==> config.mk <==
export PLATFORM = sky130hd
export DESIGN_NAME = arith_exec_unit_flat
export DESIGN_NICKNAME = d
export VERILOG_FILES = /design/src/rtl/arith_exec_unit_pkg.sv /design/src/rtl/arith_exec_unit_if.sv /design/src/rtl/arith_exec_unit_seq_divider.sv /design/src/rtl/arith_exec_unit.sv /design/src/flat_wrapper.sv
export SDC_FILE = /design/constraint.sdc
export NUM_CORES = 1
export LEC_CHECK = 0
export ABC_AREA = 1
export ABC_CLOCK_PERIOD_IN_PS = 5200
export BUFFER_PORTS_ARGS = -buffer_cell sky130_fd_sc_hd__buf_2
export CORE_MARGIN = 3
export CORE_UTILIZATION = 39
export CTS_BUF_LIST = sky130_fd_sc_hd__clkbuf_4 sky130_fd_sc_hd__clkbuf_8
export DETAILED_ROUTE_END_ITERATION = 10
export GPL_TIMING_DRIVEN = 1
export MAX_ROUTING_LAYER = met4
export PLACE_DENSITY = 0.64
export SYNTH_ARGS = -nofsm -noshare
export SYNTH_HDL_FRONTEND = slang
export SYNTH_SLANG_ARGS = --single-unit
==> constraint.sdc <==
create_clock -name clk -period 5.2 [get_ports clk]
set_clock_uncertainty 0.05 [all_clocks]
set_input_delay 0 -clock clk [delete_from_list [all_inputs] [get_ports clk]]
set_output_delay 0 -clock clk [all_outputs]
set_load 0.01 [all_outputs]
==> src/rtl/arith_exec_unit_pkg.sv <==
// Shared definitions for the arithmetic execution stage: operation codes
// coming from the operator decoder, FSM state encoding and the result width.
// No ports; imported by the interface, the top level and the divider.
package arith_exec_unit_pkg;

    localparam logic [7:0] OP_ADD = 8'd1;
    localparam logic [7:0] OP_SUB = 8'd2;
    localparam logic [7:0] OP_MUL = 8'd3;
    localparam logic [7:0] OP_DIV = 8'd4;

    typedef enum logic [1:0] {
        ST_IDLE = 2'd0,
        ST_EXEC = 2'd1,
        ST_DIV  = 2'd2,
        ST_DONE = 2'd3
    } state_e;

    // Results are twice the operand width so a full product always fits.
    function automatic int result_width(input int width);
        return 2 * width;
    endfunction

endpackage

==> src/rtl/arith_exec_unit_if.sv <==
// Request/result bus between the decoder/parser, the execution stage and the
// result formatter.
//   master : upstream side, drives i_ready/op_code/op_a/op_b, sees status.
//   slave  : execution unit, drives busy/result/err/o_ready.
interface arith_exec_unit_if #(
    parameter int WIDTH = 8
);
    import arith_exec_unit_pkg::*;

    logic                             i_ready;
    logic [7:0]                       op_code;
    logic [WIDTH-1:0]                 op_a;
    logic [WIDTH-1:0]                 op_b;
    logic                             busy;
    logic [result_width(WIDTH)-1:0]   result;
    logic                             err;
    logic                             o_ready;

    modport master (
        output i_ready, op_code, op_a, op_b,
        input  busy, result, err, o_ready
    );

    modport slave (
        input  i_ready, op_code, op_a, op_b,
        output busy, result, err, o_ready
    );

endinterface

==> src/rtl/arith_exec_unit_seq_divider.sv <==
// Iterative unsigned restoring divider, one quotient bit per clock.
// Ports:
//   clk, reset          system clock, synchronous active-low reset
//   start               pulse; dividend/divisor sampled and first bit computed
//   dividend, divisor   unsigned operands (divisor must be non-zero)
//   done                one-cycle pulse once all WIDTH bits are produced
//   quotient, remainder final values, held until the next start
module seq_divider #(
    parameter int WIDTH = 8
) (
    input  logic             clk,
    input  logic             reset,
    input  logic             start,
    input  logic [WIDTH-1:0] dividend,
    input  logic [WIDTH-1:0] divisor,
    output logic             done,
    output logic [WIDTH-1:0] quotient,
    output logic [WIDTH-1:0] remainder
);

    localparam int CW = $clog2(WIDTH + 1);

    logic [WIDTH-1:0] rem_q, rem_d;
    logic [WIDTH-1:0] quo_q, quo_d;
    logic [WIDTH-1:0] dvs_q, dvs_d;
    logic [CW-1:0]    cnt_q, cnt_d;
    logic             run_q, run_d;
    logic             done_q, done_d;

    logic [WIDTH-1:0] base_rem;
    logic [WIDTH-1:0] base_quo;
    logic [WIDTH-1:0] base_dvs;
    logic [WIDTH:0]   shifted;
    logic [WIDTH:0]   trial;
    logic [WIDTH-1:0] step_rem;
    logic [WIDTH-1:0] step_quo;

    // The start cycle already performs the first step from fresh operands, so
    // the last bit lands exactly WIDTH cycles after start.
    always_comb begin
        base_rem = start ? '0 : rem_q;
        base_quo = start ? dividend : quo_q;
        base_dvs = start ? divisor : dvs_q;
        shifted  = {base_rem, base_quo[WIDTH-1]};
        trial    = shifted - {1'b0, base_dvs};
        // trial[WIDTH] set means the subtraction went negative: restore.
        step_rem = trial[WIDTH] ? shifted[WIDTH-1:0] : trial[WIDTH-1:0];
        step_quo = {base_quo[WIDTH-2:0], ~trial[WIDTH]};
    end

    always_comb begin
        rem_d  = rem_q;
        quo_d  = quo_q;
        dvs_d  = dvs_q;
        cnt_d  = cnt_q;
        run_d  = run_q;
        done_d = 1'b0;
        if (start) begin
            rem_d = step_rem;
            quo_d = step_quo;
            dvs_d = divisor;
            cnt_d = CW'(WIDTH - 1);
            run_d = 1'b1;
        end else if (run_q) begin
            rem_d = step_rem;
            quo_d = step_quo;
            cnt_d = cnt_q - CW'(1);
            if (cnt_q == CW'(1)) begin
                run_d  = 1'b0;
                done_d = 1'b1;
            end
        end
    end

    always_ff @(posedge clk) begin
        if (!reset) begin
            rem_q  <= '0;
            quo_q  <= '0;
            dvs_q  <= '0;
            cnt_q  <= '0;
            run_q  <= 1'b0;
            done_q <= 1'b0;
        end else begin
            rem_q  <= rem_d;
            quo_q  <= quo_d;
            dvs_q  <= dvs_d;
            cnt_q  <= cnt_d;
            run_q  <= run_d;
            done_q <= done_d;
        end
    end

    assign done      = done_q;
    assign quotient  = quo_q;
    assign remainder = rem_q;

endmodule

==> src/rtl/arith_exec_unit.sv <==
// Arithmetic execution stage: add/sub/mul in one EXEC cycle, div through the
// sequential divider. Result/err are registered and qualified by a one-cycle
// o_ready pulse toward the result formatter.
// Ports:
//   clk    system clock
//   reset  synchronous active-low reset
//   bus    arith_exec_unit_if.slave (i_ready/op_code/op_a/op_b in,
//          busy/result/err/o_ready out)
// Build option: ARITH_EXEC_SIGNED_EN selects two's complement operands, a
// signed product and signed division with an extra sign fix-up cycle.
//
// state   | meaning
// --------+-------------------------------------------------------------
// IDLE    | waiting for i_ready; operands latched on acceptance
// EXEC    | single-cycle ops staged; div with non-zero divisor starts
// DIV     | divider iterating (plus one fix-up cycle in signed builds)
// DONE    | staged result copied to outputs, o_ready pulsed next cycle
module arith_exec_unit
    import arith_exec_unit_pkg::*;
#(
    parameter int WIDTH = 8
) (
    input  logic             clk,
    input  logic             reset,
    arith_exec_unit_if.slave bus
);

    localparam int RW = result_width(WIDTH);

    state_e           state_q, state_d;
    logic [7:0]       op_q, op_d;
    logic [WIDTH-1:0] a_q, a_d;
    logic [WIDTH-1:0] b_q, b_d;
    logic [RW-1:0]    stage_res_q, stage_res_d;
    logic             stage_err_q, stage_err_d;
    logic [RW-1:0]    result_q, result_d;
    logic             err_q, err_d;
    logic             o_ready_q, o_ready_d;
    logic             busy_q, busy_d;

    logic [WIDTH:0]   diff_w;
    logic [RW-1:0]    add_res;
    logic [RW-1:0]    sub_res;
    logic [RW-1:0]    mul_res;

    logic             div_start;
    logic [WIDTH-1:0] div_a;
    logic [WIDTH-1:0] div_b;
    logic             div_done;
    logic [WIDTH-1:0] div_quo;
    logic [WIDTH-1:0] div_rem;

`ifdef ARITH_EXEC_SIGNED_EN
    localparam logic [WIDTH-1:0] MOST_NEG = {1'b1, {(WIDTH-1){1'b0}}};

    logic                 fix_q, fix_d;
    logic [WIDTH:0]       sum_w;
    logic signed [RW-1:0] a_ext;
    logic signed [RW-1:0] b_ext;
    logic signed [RW-1:0] prod_w;
    logic [WIDTH-1:0]     fix_quo;
    logic [WIDTH-1:0]     fix_rem;
    logic                 div_ovf;

    assign sum_w   = {a_q[WIDTH-1], a_q} + {b_q[WIDTH-1], b_q};
    assign diff_w  = {a_q[WIDTH-1], a_q} - {b_q[WIDTH-1], b_q};
    assign a_ext   = {{WIDTH{a_q[WIDTH-1]}}, a_q};
    assign b_ext   = {{WIDTH{b_q[WIDTH-1]}}, b_q};
    assign prod_w  = a_ext * b_ext;
    assign add_res = {{(RW-WIDTH-1){sum_w[WIDTH]}}, sum_w};
    assign mul_res = prod_w;

    // Divide magnitudes; the most negative value maps onto 2^(WIDTH-1), which
    // still fits the unsigned divider.
    assign div_a   = a_q[WIDTH-1] ? -a_q : a_q;
    assign div_b   = b_q[WIDTH-1] ? -b_q : b_q;
    // Quotient truncates toward zero, remainder follows the dividend's sign.
    assign fix_quo = (a_q[WIDTH-1] ^ b_q[WIDTH-1]) ? -div_quo : div_quo;
    assign fix_rem = a_q[WIDTH-1] ? -div_rem : div_rem;
    // MOST_NEG / -1 wraps back to MOST_NEG; flag it rather than saturate.
    assign div_ovf = (a_q == MOST_NEG) && (b_q == '1);
`else
    logic [WIDTH:0] sum_w;

    assign sum_w   = {1'b0, a_q} + {1'b0, b_q};
    assign diff_w  = {1'b0, a_q} - {1'b0, b_q};
    assign add_res = {{(RW-WIDTH-1){1'b0}}, sum_w};
    assign mul_res = {{WIDTH{1'b0}}, a_q} * {{WIDTH{1'b0}}, b_q};
    assign div_a   = a_q;
    assign div_b   = b_q;
`endif

    // Both builds keep the (WIDTH+1)-bit difference and sign-extend it.
    assign sub_res = {{(RW-WIDTH-1){diff_w[WIDTH]}}, diff_w};

    assign div_start = (state_q == ST_EXEC) && (op_q == OP_DIV) && (b_q != '0);

    seq_divider #(
        .WIDTH (WIDTH)
    ) u_seq_divider (
        .clk       (clk),
        .reset     (reset),
        .start     (div_start),
        .dividend  (div_a),
        .divisor   (div_b),
        .done      (div_done),
        .quotient  (div_quo),
        .remainder (div_rem)
    );

    always_comb begin
        state_d     = state_q;
        op_d        = op_q;
        a_d         = a_q;
        b_d         = b_q;
        stage_res_d = stage_res_q;
        stage_err_d = stage_err_q;
        result_d    = result_q;
        err_d       = err_q;
        o_ready_d   = 1'b0;
`ifdef ARITH_EXEC_SIGNED_EN
        fix_d       = fix_q;
`endif
        case (state_q)
            ST_IDLE: begin
                if (bus.i_ready) begin
                    op_d    = bus.op_code;
                    a_d     = bus.op_a;
                    b_d     = bus.op_b;
                    err_d   = 1'b0;
                    state_d = ST_EXEC;
                end
            end
            ST_EXEC: begin
                stage_err_d = 1'b0;
                state_d     = ST_DONE;
                case (op_q)
                    OP_ADD: stage_res_d = add_res;
                    OP_SUB: stage_res_d = sub_res;
                    OP_MUL: stage_res_d = mul_res;
                    OP_DIV: begin
                        if (b_q == '0) begin
                            stage_res_d = '1;
                            stage_err_d = 1'b1;
                        end else begin
                            state_d = ST_DIV;
                        end
                    end
                    default: begin
                        stage_res_d = '0;
                        stage_err_d = 1'b1;
                    end
                endcase
            end
            ST_DIV: begin
`ifdef ARITH_EXEC_SIGNED_EN
                if (fix_q) begin
                    fix_d       = 1'b0;
                    stage_res_d = {{(RW-2*WIDTH){1'b0}}, fix_rem, fix_quo};
                    stage_err_d = div_ovf;
                    state_d     = ST_DONE;
                end else if (div_done) begin
                    fix_d = 1'b1;
                end
`else
                if (div_done) begin
                    stage_res_d = {{(RW-2*WIDTH){1'b0}}, div_rem, div_quo};
                    stage_err_d = 1'b0;
                    state_d     = ST_DONE;
                end
`endif
            end
            ST_DONE: begin
                result_d  = stage_res_q;
                err_d     = stage_err_q;
                o_ready_d = 1'b1;
                state_d   = ST_IDLE;
            end
            default: state_d = ST_IDLE;
        endcase
        busy_d = (state_d != ST_IDLE);
    end

    always_ff @(posedge clk) begin
        if (!reset) begin
            state_q     <= ST_IDLE;
            op_q        <= '0;
            a_q         <= '0;
            b_q         <= '0;
            stage_res_q <= '0;
            stage_err_q <= 1'b0;
            result_q    <= '0;
            err_q       <= 1'b0;
            o_ready_q   <= 1'b0;
            busy_q      <= 1'b0;
`ifdef ARITH_EXEC_SIGNED_EN
            fix_q       <= 1'b0;
`endif
        end else begin
            state_q     <= state_d;
            op_q        <= op_d;
            a_q         <= a_d;
            b_q         <= b_d;
            stage_res_q <= stage_res_d;
            stage_err_q <= stage_err_d;
            result_q    <= result_d;
            err_q       <= err_d;
            o_ready_q   <= o_ready_d;
            busy_q      <= busy_d;
`ifdef ARITH_EXEC_SIGNED_EN
            fix_q       <= fix_d;
`endif
        end
    end

    assign bus.busy    = busy_q;
    assign bus.result  = result_q;
    assign bus.err     = err_q;
    assign bus.o_ready = o_ready_q;

endmodule

==> src/flat_wrapper.sv <==
// flat-port wrapper written by rule: the top's interface ports become plain ports
module arith_exec_unit_flat import arith_exec_unit_pkg::*;
#(
    parameter int WIDTH = 8
)
  (clk, reset, bus_i_ready, bus_op_code, bus_op_a, bus_op_b, bus_busy, bus_result, bus_err, bus_o_ready);
  arith_exec_unit_if #(.WIDTH(WIDTH)) bus_i ();
  input  logic clk;
  input  logic reset;
  input wire logic [$bits(bus_i.i_ready)-1:0] bus_i_ready;
  input wire logic [$bits(bus_i.op_code)-1:0] bus_op_code;
  input wire logic [$bits(bus_i.op_a)-1:0] bus_op_a;
  input wire logic [$bits(bus_i.op_b)-1:0] bus_op_b;
  output wire logic [$bits(bus_i.busy)-1:0] bus_busy;
  output wire logic [$bits(bus_i.result)-1:0] bus_result;
  output wire logic [$bits(bus_i.err)-1:0] bus_err;
  output wire logic [$bits(bus_i.o_ready)-1:0] bus_o_ready;
  assign bus_i.i_ready = bus_i_ready;
  assign bus_i.op_code = bus_op_code;
  assign bus_i.op_a = bus_op_a;
  assign bus_i.op_b = bus_op_b;
  assign bus_busy = bus_i.busy;
  assign bus_result = bus_i.result;
  assign bus_err = bus_i.err;
  assign bus_o_ready = bus_i.o_ready;
  arith_exec_unit #(.WIDTH(WIDTH)) u_core (.clk(clk), .reset(reset), .bus(bus_i));
endmodule
==> impl_metrics.py <==
metrics = {
    "logic_synthesis": {
        "synthesis.area_mm2": 0.00748,
        "mapped_cells": 1118,
        "ys_async_sr_fraction_pct": 0,
        "synth.largest_area_cell": "sky130_fd_sc_hd__dfxtp_1",
        "post-synth-top-area-fraction_pct": 24.6,
        "ys_seq_elements": 92,
        "synth_seq_area_share_pct": 24.6,
        "syn-num-nets": 1250,
        "synth-main-ff-cell": "sky130_fd_sc_hd__dfxtp_1",
        "largest_cells_by_area_after_synthesis": "sky130_fd_sc_hd__dfxtp_1 (25%), sky130_fd_sc_hd__nand2_1 (14%), sky130_fd_sc_hd__ha_1 (11%)",
        "syn-mean-instance-area_um2": 6.69,
        "synth_unique_cells": 35,
        "synth-edff-count": 0,
        "synth_warnings": 0,
    },
    "grt": {
        "grt_overflow": 0,
        "first_pass_grt_wire_length_mm": 33.3,
        "grt_start_max_net_pins": 62,
        "grt_use_total_pct": 20.8,
        "via_count_of_the_first_global_routing_pass": 6673,
        "antenna_found_initial": 0,
    },
    "setup_path": {
        "startpoint_type": "register",
        "rrSetupSlack_ns": 0.77,
        "worst_ep_required_time_ns": 5.48,
        "cp_common_cell": "sky130_fd_sc_hd__nand2_1",
        "crit_chain": "nand2_1, fa_1, fa_1, inv_1, fa_1, inv_1, fa_1, inv_1, ha_1, nand2_1, nand2_1, nand2_1, nand2_1, inv_1, nand2_1, a21oi_1, o21ai_0, nand2_1, nand2_1, a21oi_1",
        "slowest_delay_ns": 0.68,
        "reg2regPathDepth": 20,
        "cp_max_fo": 12,
        "r2r-start": "u_core.a_q[1]$_SDFFE_PN0P_",
        "r2r-end": "u_core.stage_res_q[10]$_SDFFE_PN0P_",
        "worstSetupPathType": "register to register",
        "cpMaxStageDelayCell": "sky130_fd_sc_hd__dfxtp_1",
        "cp-endpoint": "u_core.stage_res_q[10]$_SDFFE_PN0P_",
        "critPathCaptureType": "register",
        "critical_path.startpoint": "u_core.a_q[1]$_SDFFE_PN0P_",
        "timing.critical_path.arrival_ns": 4.70,
    },
    "placed_design": {
        "place_area_mm2": 0.00780,
        "gp_congestion": 0.954,
        "placement.io_buffers": 45,
        "placed_cells_incl_taps": 1354,
        "hpwl_mm": 15.7,
    },
    "sta": {
        "timing.final.hold_violations": 0,
        "max_slew_violations": 0,
        "setup_total_negative_slack_ns": 0,
        "min_period_ns": 4.43,
        "rsz0062_at_grt": "false",
        "setup-violations-final": 0,
        "fmax_mhz": 226,
        "slew_hr_pct": 31.3,
        "worstMarginPinSlew_ns": 1.03,
        "period_share_pct": 85.1,
    },
    "floorplanning": {
        "fp.dieH_um": 144,
        "floorplan.initialDensity_pct": 39.8,
        "die-width_um": 144,
        "placement_rows": 50,
        "die_area_mm2": 0.0209,
        "coreArea_mm2": 0.0188,
        "io_pins": 46,
    },
    "layout": {
        "regArea_mm2": 0.00184,
        "final_cells": 1395,
        "fillCellCount": 1980,
        "insertedDiodeCount": 0,
        "stdcell_area_mm2": 0.00826,
        "layout-drive-gt1-share_pct": 7.49,
        "finish.net_count": 1288,
        "mostFrequentLayoutCell": "sky130_fd_sc_hd__nand2_1",
        "multiInputGateArea_mm2": 0.00464,
        "area_growth_pct": 10.4,
        "final_cell_mix": "sky130_fd_sc_hd__nand2_1 (278), sky130_fd_sc_hd__inv_1 (197), sky130_fd_sc_hd__nor2_1 (95)",
    },
    "clocking": {
        "tritoncts": "built",
        "clkSlewWorstSetupHoldPaths_ns": 0.11,
        "clockBufferDepth": 2,
        "post_cts_resized": 0,
        "cts-htree-levels": 3,
        "numClockSinks": 92,
        "clock_latency_ns": 0.38,
        "ctsRootBufferMaster": "sky130_fd_sc_hd__clkbuf_8",
        "post-cts-setup-buffer-count": 0,
        "numCtsBuffers": 9,
    },
    "routing": {
        "ant_nets": 0,
        "drt-wirelength-per-cell_um": 14.5,
        "drt_wirelength_mm": 20.2,
        "vias_per_cell": 4.99,
        "post_detailed_route_drc_marker_count": 0,
        "detail_route.first_pass.iterations": 5,
        "routed-via-count": 6966,
        "drtIter0Drc": 521,
    },
    "worst_hold_path": {
        "hp-class": "input port to register",
    },
    "power": {
        "p_leak_nw": 4.56,
        "pd_cells_mw_per_mm2": 322,
        "vdd_ir_drop_max_mv": 0.226,
    },
    "status": {
        "status": "finished clean",
    },
    "flow_run": {
        "drv.max_cap_violation_count": 0,
    },
}
## cell type report
class	count	area share [%]
timing repair buffer	78	6.48
multi-input combinational	776	56.2
clock buffer	9	1.50
sequential	92	22.3
inverter	199	9.04
clock inverter	7	0.970
tap	234	3.54
## how the worst min path moves through the flow
stage / start / end / slack, ns / cells past startpoint
floorplan: bus_op_a[3] / u_core.a_q[3]$_SDFFE_PN0P_ / 0.12 / 2
global placement: bus_op_b[0] / u_core.b_q[0]$_SDFFE_PN0P_ / 0.20 / 3
detailed placement: bus_op_b[0] / u_core.b_q[0]$_SDFFE_PN0P_ / 0.21 / 3
CTS: reset / u_core.bus.o_ready$_SDFF_PN0_ / 0.21 / 3
global route: reset / u_core.state_q[1]$_SDFF_PN0_ / 0.28 / 3
finish: reset / u_core.bus.o_ready$_SDFF_PN0_ / 0.24 / 3
## sequential cells by signal, summed over array words and instances, names as in the netlist
name	count
u_core.a_q	8
u_core.b_q	8
u_core.bus.busy	1
u_core.bus.err	1
u_core.bus.o_ready	1
u_core.bus.result	16
u_core.op_q	8
u_core.stage_err_q	1
u_core.stage_res_q	16
u_core.state_q	2
u_core.u_seq_divider.cnt_q	4
u_core.u_seq_divider.done	1
u_core.u_seq_divider.dvs_q	8
u_core.u_seq_divider.quotient	8
u_core.u_seq_divider.remainder	8
u_core.u_seq_divider.run_q	1
## Yosys cell counts, types with 7 or more instances
master and n:
sky130_fd_sc_hd__fa_1 39, sky130_fd_sc_hd__ha_1 66, sky130_fd_sc_hd__dfxtp_1 92, sky130_fd_sc_hd__o21ai_1 7, sky130_fd_sc_hd__nand4_1 15, sky130_fd_sc_hd__buf_2 12, sky130_fd_sc_hd__nand2_1 278, sky130_fd_sc_hd__clkbuf_1 32
sky130_fd_sc_hd__nand3b_1 8, sky130_fd_sc_hd__nor2_1 95, sky130_fd_sc_hd__a21oi_1 87, sky130_fd_sc_hd__inv_1 197, sky130_fd_sc_hd__o21ai_0 74, sky130_fd_sc_hd__nand3_1 72
## where the power goes
part / internal, mW / switching [mW]
registers: 0.815 / 0.128
clock network: 0.190 / 0.300
logic: 0.420 / 0.806
## repair_timing
| action | 4_1_cts | 5_1_grt |
|---|---|---|
| hold buffers | 25 | 0 |
| hold endpoints to repair | 25 | 0 |
| setup endpoints to repair | 0 | 0 |
## metrics by stage
step	setup WS (ns)	power (mW)	hold slack (ns)	util (%)
2_1_floorplan	1.11	1.84	0.117	-
4_1_cts	0.765	2.68	0.207	44.0
3_3_place_gp	0.835	2.15	0.203	41.6
6_report	0.775	2.66	0.238	44.0
5_1_grt	0.405	2.91	0.277	44.0
3_5_place_dp	0.768	2.17	0.208	41.6
## worst max-delay path: cells and delay by family, from the launching register on
family          cells  cell delay (ns)
compound gates      3             0.35
simple gates        8             0.62
flops               1             0.68
buf+inv             4             0.20
fa+ha+maj           5             2.47
## kinds of logic after synthesis
| logic type | Yosys count | synth area share (%) |
|---|---|---|
| flip-flops | 92 | 24.6 |
| buffers and inverters | 250 | 13.4 |
| adder cells (fa/ha/maj) | 105 | 21.5 |
| AND/OR/NAND/NOR | 487 | 27.7 |
| XOR/XNOR | 6 | 0.703 |
| AO/OA/AOI/OAI | 178 | 12.2 |
## layer usage
metal	vias up	track usage (%)	part of all wire [%]
li1	3567	-	-
met1	3212	26.6	47
met2	145	33.0	46
met3	42	2.74	3.6
met4	0	9.33	3.8
met5	-	-	0
Power figures use the tool's default switching activity.
